## config.mk

```make
export PLATFORM = sky130hd
export DESIGN_NAME = pc_gen
export DESIGN_NICKNAME = d
export VERILOG_FILES = /design/src/rtl/pc_gen.sv
export SDC_FILE = /design/constraint.sdc
export NUM_CORES = 1
export LEC_CHECK = 0
export BUFFER_PORTS_ARGS = -buffer_cell sky130_fd_sc_hd__buf_2
export CAP_MARGIN = 20
export CORE_ASPECT_RATIO = 1.25
export CORE_MARGIN = 2
export CORE_UTILIZATION = 55
export CTS_BUF_LIST = sky130_fd_sc_hd__clkbuf_4
export CTS_CLUSTER_DIAMETER = 200
export DETAILED_ROUTE_END_ITERATION = 8
export PLACE_DENSITY = 0.79
export SETUP_SLACK_MARGIN = 0.02
export SLEW_MARGIN = 20
export SYNTH_ARGS = -nofsm -noshare
export SYNTH_HDL_FRONTEND = slang
export SYNTH_SLANG_ARGS = --single-unit
```

## constraint.sdc

```tcl
create_clock -name clk -period 3.5 [get_ports clk]
set_input_delay 0.7 -clock clk [delete_from_list [all_inputs] [get_ports clk]]
set_output_delay 0.7 -clock clk [all_outputs]
set_load 0.05 [all_outputs]
```

## src/rtl/pc_gen.sv

```systemverilog
// Fetch-address generator for the IF stage: stall, redirect, one-entry pending-redirect buffer.
// Optional exception entry (epc capture, vectored load) is built only when PC_GEN_EXC_EN is defined.
module pc_gen #(
  parameter int unsigned        ADDR_W       = 32,
  parameter logic [ADDR_W-1:0]  RESET_VECTOR = '0,
  parameter int unsigned        INC          = 4,
  parameter int unsigned        ALIGN_BITS   = 2
) (
  input  logic              clk,
  input  logic              rst,
  input  logic              stall,
  input  logic              redir_valid,
  input  logic [ADDR_W-1:0] redir_target,
`ifdef PC_GEN_EXC_EN
  input  logic              exc_valid,
  input  logic [ADDR_W-1:0] exc_vector,
  output logic [ADDR_W-1:0] epc,
`endif
  output logic [ADDR_W-1:0] pc,
  output logic              ce,
  output logic              pend_valid,
  output logic              misalign
);

  // All-ones when ALIGN_BITS is 0, so no masking and no misalign in that case.
  localparam logic [ADDR_W-1:0] AlignMask = ~((ADDR_W'(1) << ALIGN_BITS) - ADDR_W'(1));

  typedef enum logic [1:0] {
    StOff      = 2'd0,
    StRun      = 2'd1,
    StHoldPend = 2'd2
  } state_e;

  state_e            state;
  logic [ADDR_W-1:0] pend_target;

  logic [ADDR_W-1:0] target_aligned;
  logic              target_misaligned;
  logic [ADDR_W-1:0] pc_inc;
  logic              exc_take;
  logic [ADDR_W-1:0] exc_aligned;

  assign target_aligned    = redir_target & AlignMask;
  assign target_misaligned = |(redir_target & ~AlignMask);
  assign pc_inc            = pc + ADDR_W'(INC);

`ifdef PC_GEN_EXC_EN
  assign exc_take    = exc_valid;
  assign exc_aligned = exc_vector & AlignMask;
`else
  assign exc_take    = 1'b0;
  assign exc_aligned = '0;
`endif

  always_ff @(posedge clk) begin
    if (rst) begin
      state       <= StOff;
      pc          <= RESET_VECTOR;
      ce          <= 1'b0;
      pend_valid  <= 1'b0;
      pend_target <= '0;
      misalign    <= 1'b0;
`ifdef PC_GEN_EXC_EN
      epc         <= RESET_VECTOR;
`endif
    end else begin
      misalign <= 1'b0;
      unique case (state)
        StOff: begin
          // First enabled fetch presents the reset vector; redirects are ignored here.
          state <= StRun;
          ce    <= 1'b1;
          pc    <= RESET_VECTOR;
        end

        StRun: begin
          if (exc_take) begin
`ifdef PC_GEN_EXC_EN
            epc <= pc;
`endif
            pc          <= exc_aligned;
            pend_target <= '0;
            pend_valid  <= 1'b0;
            state       <= StRun;
          end else if (redir_valid) begin
            misalign <= target_misaligned;
            if (stall) begin
              pend_target <= target_aligned;
              pend_valid  <= 1'b1;
              state       <= StHoldPend;
            end else begin
              pc <= target_aligned;
            end
          end else if (!stall) begin
            pc <= pc_inc;
          end
        end

        StHoldPend: begin
          if (exc_take) begin
`ifdef PC_GEN_EXC_EN
            epc <= pc;
`endif
            pc          <= exc_aligned;
            pend_target <= '0;
            pend_valid  <= 1'b0;
            state       <= StRun;
          end else if (redir_valid) begin
            // Newest redirect wins over whatever is buffered.
            misalign    <= target_misaligned;
            pend_target <= target_aligned;
            if (!stall) begin
              pc         <= target_aligned;
              pend_valid <= 1'b0;
              state      <= StRun;
            end
          end else if (!stall) begin
            pc         <= pend_target;
            pend_valid <= 1'b0;
            state      <= StRun;
          end
        end

        default: begin
          state      <= StOff;
          ce         <= 1'b0;
          pc         <= RESET_VECTOR;
          pend_valid <= 1'b0;
        end
      endcase
    end
  end

  a_pend_matches_state: assert property (@(posedge clk) disable iff (rst)
    pend_valid == (state == StHoldPend));

  a_ce_matches_state: assert property (@(posedge clk) disable iff (rst)
    ce == (state != StOff));

  a_off_holds_reset_vector: assert property (@(posedge clk) disable iff (rst)
    !ce |-> (pc == RESET_VECTOR));

endmodule

```

==> results of run 1 <==
final cells by class:
class / count / area share [%]
Clock inverter: 4 / 0.4098
Timing Repair Buffer: 83 / 9.781
Inverter: 9 / 0.7377
Clock buffer: 11 / 1.803
Sequential cell: 67 / 29.29
Tap cell: 92 / 2.514
Multi-Input combinational cell: 425 / 55.46
worst paths after layout:
| kind | to | from | slack (ns) | cells after the start |
|---|---|---|---|---|
| min reg2reg | pend_target[7] | pend_target[7] | 0.46 | 2 |
| min | pend_target[7] | pend_target[7] | 0.46 | 2 |
| max reg2reg | pc[24] | state[0] | 0.98 | 8 |
| max | pc[24] | state[0] | 0.98 | 8 |
cells in the mapped netlist, types with 10 or more instances:
master | number | share of area [%]
a21oi_1 | 55 | 6.8
a22oi_1 | 10 | 1.9
clkbuf_1 | 24 | 2.2
dfxtp_1 | 67 | 33
mux2i_1 | 28 | 6.9
nand2_1 | 99 | 9.2
nand4_1 | 10 | 1.5
nor2_1 | 40 | 3.7
nor2b_1 | 11 | 1.7
o21ai_0 | 45 | 5.6
state kept, by name (all words and copies together) (netlist names):
signal,flops
pc,32
pend_target,30
state,2
ce,1
misalign,1
pend_valid,1
routing by layer:
metal | share of wire, % | global-route usage, % | vias up
met5 | 0 | 0 | -
met4 | 3.5 | 15.78 | 0
li1 | - | - | 2052
met3 | 7.5 | 5.486 | 41
met2 | 47 | 49.36 | 213
met1 | 42 | 39.74 | 2078
cell families (layout without fill, tap and decap cells):
family | after synthesis | in the layout
compound gates | 165 | 165
xor+xnor | 6 | 6
fa+ha+maj | 5 | 5
buf+inv | 44 | 107
flops | 67 | 67
mux | 33 | 33
simple gates | 216 | 216
stage by stage:
step                      hold WS [ns]  instances
after global routing            0.4819        691
after floorplan                 0.4318        536
after detailed placement        0.4404        676
after global placement          0.4366        676
after CTS                       0.4610        691
final                           0.4605        691
power by group through the flow:
stage               sequential, mW  combinational, mW  clock [mW]
floorplan                    0.874              0.240           0
CTS                          0.829              0.395       0.437
global placement             0.845              0.386           0
finish                       0.830              0.400       0.432
detailed placement           0.847              0.393           0
global route                 0.835              0.437       0.465
worst register-to-register path: cells and delay by family, from the launching register on:
kind                     cells  cell delay [ns]
AND/OR/NAND/NOR              3             0.75
adder cells (fa/ha/maj)      1             0.54
flip-flops                   1             0.35
AO/OA/AOI/OAI                2             0.46
buffers and inverters        2             0.35
cell usage in the layout (no fill, tap or decap), drive strengths merged, types with 3 or more instances in the layout:
master	n
a21o	7
nor2b	11
o21ai	49
nand4	11
a22oi	10
o31ai	4
inv	9
o22ai	3
a21oi	55
xor2	4
and2	4
and3	9
a22o	5
ha	5
dfxtp	67
nand3	11
mux2i	28
nand2	99
nor2	40
a31oi	9
nand2b	3
nor4	7
nor3	8
buf	83
mux2	5
or3	3
clkbuf	11
clkinv	4
==> qor.yml, run 1 <==
dr.pass1.iters: 6
critical_path.most_common_cell: "nor2_1"
dieArea_um2: 8075
n_fill_cell: 682
drt.antenna.violating_nets: 0
cap_violations: 0
finalCritPeriodShare_pct: 72.11
vias: 4384
dpl.hpwl_um: 8420
wl_per_cell_um: 17.45
grt_pass1_wl_um: 19540
cp_slowest_stage_delay_ns: 0.54
rsz0062_at_grt: "false"
ioPinCount: 71
synth_enable_flop_cells: 0
design_area_um2: 4579
core-area_um2: 7269
synth_xor_area_share_pct: 1.297
synth-adder-area-share_pct: 1.544
period_minus_slack_ns: 2.524
multi_input_area_um2: 2540
leakage_nw: 1.884
cpLargestDelayFamily: "simple AND/OR/NAND/NOR gates"
dpl-instance-area_um2: 4478
cts.sinks: 67
hold_path_class: "flip-flop to flip-flop"
dp_slack_ns: 0.9298
routed_wl_um: 12060
grt_usage_pct: 30.90
cts_hold_buf: 0
path_max_fanout: 14
fin_worst_skew_ns: 0.02416
synth_top_family_by_area: "simple AND/OR/NAND/NOR gates"
power.share.clock_pct: 26.0
swShare_pct: 34.93
cts-resized-gates: 0
cts_htree_levels: 3
finalHoldViolations: 0
combPwrFrac_pct: 24.1
critPathKind: "flip-flop to flip-flop"
place.port_buffers: 70
cts_made_buffers: 9
synth-compound-area-share_pct: 24.64
yosysUniqueCellTypes: 62
cts_root_buf: "clkbuf_4"
syn_nets: 577
synth-main-ff-cell: "dfxtp_1"
power.density_nw_per_um2: 362.9
yosysSeqAreaShare_pct: 33.10
yosysWarningCount: 0
setup_violations: 0
place_congestion: 0.9812
fin_total_pwr_mw: 1.662
clock_latency_ns: 0.45
power.share.sequential_pct: 49.9
tightestPinTransition_ns: 1.084
clk_pin_slew_ns: 0.11
p_int_mw: 1.081
die_h_um: 99.97
drt_iter0_drc: 399
drc: 0
antenna_cells: 0
drv_slew: 0
syn-cell-area_um2: 4053
clock_path_buffers: 2
cp.required_ns: 3.85
path_buf_inv: 2
synth_mux_area_share_pct: 8.305
slew_headroom_pct: 27.75
syn_avg_cell_area_um2: 7.561
post-cts-setup-buffers: 0
vias_per_cell: 6.344
synth_cells: 536
max_freq_ghz: 0.3962
slowest_stage: "ha_1"
tritoncts: "built"
status: "complete, no violations"
nets: 636
setup-tns-final_ns: 0
antenna_found_initial: 0
yosys.area_share.simple_pct: 26.80
crit_arrival_ns: 2.88
cp-end-kind: "flip-flop"
fin_ws_ns: 0.9762
ys_seq_elements: 67
initial_core_util_pct: 55.75
grt_overflow: 0
drive_gt1_share_pct: 18.86
grt_pass1_vias: 3988
cp-start-kind: "flip-flop"
peakVddDrop_mv: 0.2200
fin_util_pct: 62.99
grt_max_degree: 46
synthArstFlopShare_pct: 0
switchingPower_mw: 0.5806
crit_chain: "inv_1 > ha_1 > nor2_1 > nor2_1 > buf_4 > nand2_1 > a221o_1 > a211oi_1"
rows: 35
area_growth_pct: 13.00
die_x_um: 80.78
seq_area_um2: 1341
Power figures use the tool's default switching activity.
==> inputs of run 2 (changes only) <==
--- a/config.mk
+++ b/config.mk
@@ -9,7 +9,7 @@
 export CAP_MARGIN = 20
 export CORE_ASPECT_RATIO = 1.25
 export CORE_MARGIN = 2
-export CORE_UTILIZATION = 55
+export CORE_UTILIZATION = 53
 export CTS_BUF_LIST = sky130_fd_sc_hd__clkbuf_4
 export CTS_CLUSTER_DIAMETER = 200
 export DETAILED_ROUTE_END_ITERATION = 8
==> constraint.sdc (replaced) <==
create_clock -name clk -period 2.05 [get_ports clk]
set_input_delay 0.41 -clock clk [delete_from_list [all_inputs] [get_ports clk]]
set_output_delay 0.41 -clock clk [all_outputs]
set_load 0.05 [all_outputs]
==> run 2 against run 1 <==
  * Die area rose by 3.6%
  * Critical endpoint is now pc[22]
  * Global-route usage rose by 1.5 points
  * Total power rose by 87%
  * Via count rose by 3.1%
  * Worst hold slack got worse by 0.25 ns
  * Non-clock buffer count rose by 36
  * Routed wire length rose by 9.7%
  * Final cell count rose by 5.2%
  * Register-to-register slack got worse by 0.90 ns
  * Flip-flop and latch count did not move
  * Combinational power rose by 100%
  * Highest routed layer unchanged
  * Largest power group unchanged
  * Clock skew fell by 0.0036 ns
==> qor.yml, run 2 (synthesis gave the netlist of run 1 again) <==
antenna_cells: 0
clock_path_buffers: 2
ioPinCount: 71
power.density_nw_per_um2: 620.1
top_regs: "pc (32), pend_target (30), state (2)"
vias_per_cell: 6.220
grt_pass1_vias: 4243
cts_hold_buf: 0
cts_htree_levels: 3
cts_made_buffers: 9
place_congestion: 1.017
die_h_um: 101.8
final_cells: 727
setup-tns-final_ns: 0
dp.cells: 708
nets: 672
fin_ws_ns: 0.07335
core-area_um2: 7401
fin_util_pct: 67.68
grt_pass1_wl_um: 20680
clk_pin_slew_ns: 0.13
dieArea_um2: 8366
dpl.hpwl_um: 9572
hold_path_class: "input port to flip-flop"
period_minus_slack_ns: 1.977
dr.pass1.iters: 7
cp_slowest_stage_delay_ns: 0.40
cp.required_ns: 2.43
grt_usage_pct: 32.40
final_common_cell: "nand2_1"
slowest_stage: "dfxtp_1"
mostFrequentLayoutCells: "98 x nand2_1, 70 x buf_2, 54 x a21oi_1"
drv_slew: 0
finalHoldViolations: 0
finalCritPeriodShare_pct: 96.42
die_x_um: 82.21
initial_core_util_pct: 54.76
crit_chain: "inv_1 > ha_2 > buf_4 > and3b_1 > o21ai_0 > a22oi_2 > a21o_1 > a22o_1"
area_growth_pct: 23.59
cts.sinks: 67
regMostFlops: "pc"
drc: 0
rows: 35
status: "complete, no violations"
grt_max_degree: 37
fin_worst_skew_ns: 0.02059
max_freq_ghz: 0.5059
grt_overflow: 0
cap_violations: 0
clock_latency_ns: 0.44
critPathKind: "flip-flop to flip-flop"
drive_gt1_share_pct: 28.50
cp-start-kind: "flip-flop"
cts_root_buf: "clkbuf_4"
crit_arrival_ns: 2.35
drt_iter0_drc: 371
tightestPinTransition_ns: 0.4941
dp_slack_ns: -0.02466
peakVddDrop_mv: 0.3910
tritoncts: "built"
cp-end-kind: "flip-flop"
routed_wl_um: 13220
place.port_buffers: 70
vias: 4522
path_max_fanout: 8
largest_reg_flops: 32
slew_headroom_pct: 66.91
drt.antenna.violating_nets: 0
wl_per_cell_um: 18.18
leakage_nw: 2.129
setup_violations: 0
antenna_found_initial: 0
## run 2: critical path, delay by kind of cell (launching register included)
kind,cells,cell delay [ns]
AOI/OAI and AO/OA,4,0.65
adders and majority gates,1,0.39
buffers and inverters,2,0.28
DFF,1,0.40
and+or+nand+nor,1,0.19
## run 2: power breakdown
group	total [mW]	switching (mW)	internal [mW]	leakage, nW
Clock	0.877	0.493	0.384	0.0718
Sequential	1.42	0.0485	1.37	0.553
Combinational	0.812	0.512	0.300	1.50
## run 2: final cells by class
class | count | area [µm²]
Tap cell | 92 | 115.1
Multi-Input combinational cell | 425 | 2615
Fill cell | 639 | 2392
Sequential cell | 67 | 1365
Clock buffer | 11 | 82.58
Clock inverter | 4 | 42.54
Timing Repair Buffer | 119 | 754.5
Inverter | 9 | 33.78
## run 2: repair_timing
item,in CTS,in global routing
setup endpoints to repair,9,47
pin swaps,0,2
buffers inserted,0,4
resized for setup,3,21
## run 2: routing by layer
metal | track usage, % | share of wire [%]
met5 | 0 | 0
met4 | 18.97 | 4.1
met3 | 3.654 | 6.5
met2 | 52.42 | 48
met1 | 41.05 | 41
## run 2: stage by stage
stage | cell area [µm²] | hold slack [ns] | power, mW
after floorplan | 4075 | 0.4318 | 1.903
after global placement | 4766 | 0.4381 | 2.192
after detailed placement | 4766 | 0.4393 | 2.209
after CTS | 4897 | 0.2079 | 3.066
after global routing | 5009 | 0.2310 | 3.217
final | 5009 | 0.2145 | 3.106
## run 2: final timing paths
kind | from | to | slack, ns | cells after the start
max | state[1] | pc[22] | 0.07 | 8
min | redir_target[31] | pend_target[31] | 0.21 | 3
max reg2reg | state[1] | pc[22] | 0.07 | 8
min reg2reg | pend_target[2] | pend_target[2] | 0.46 | 2
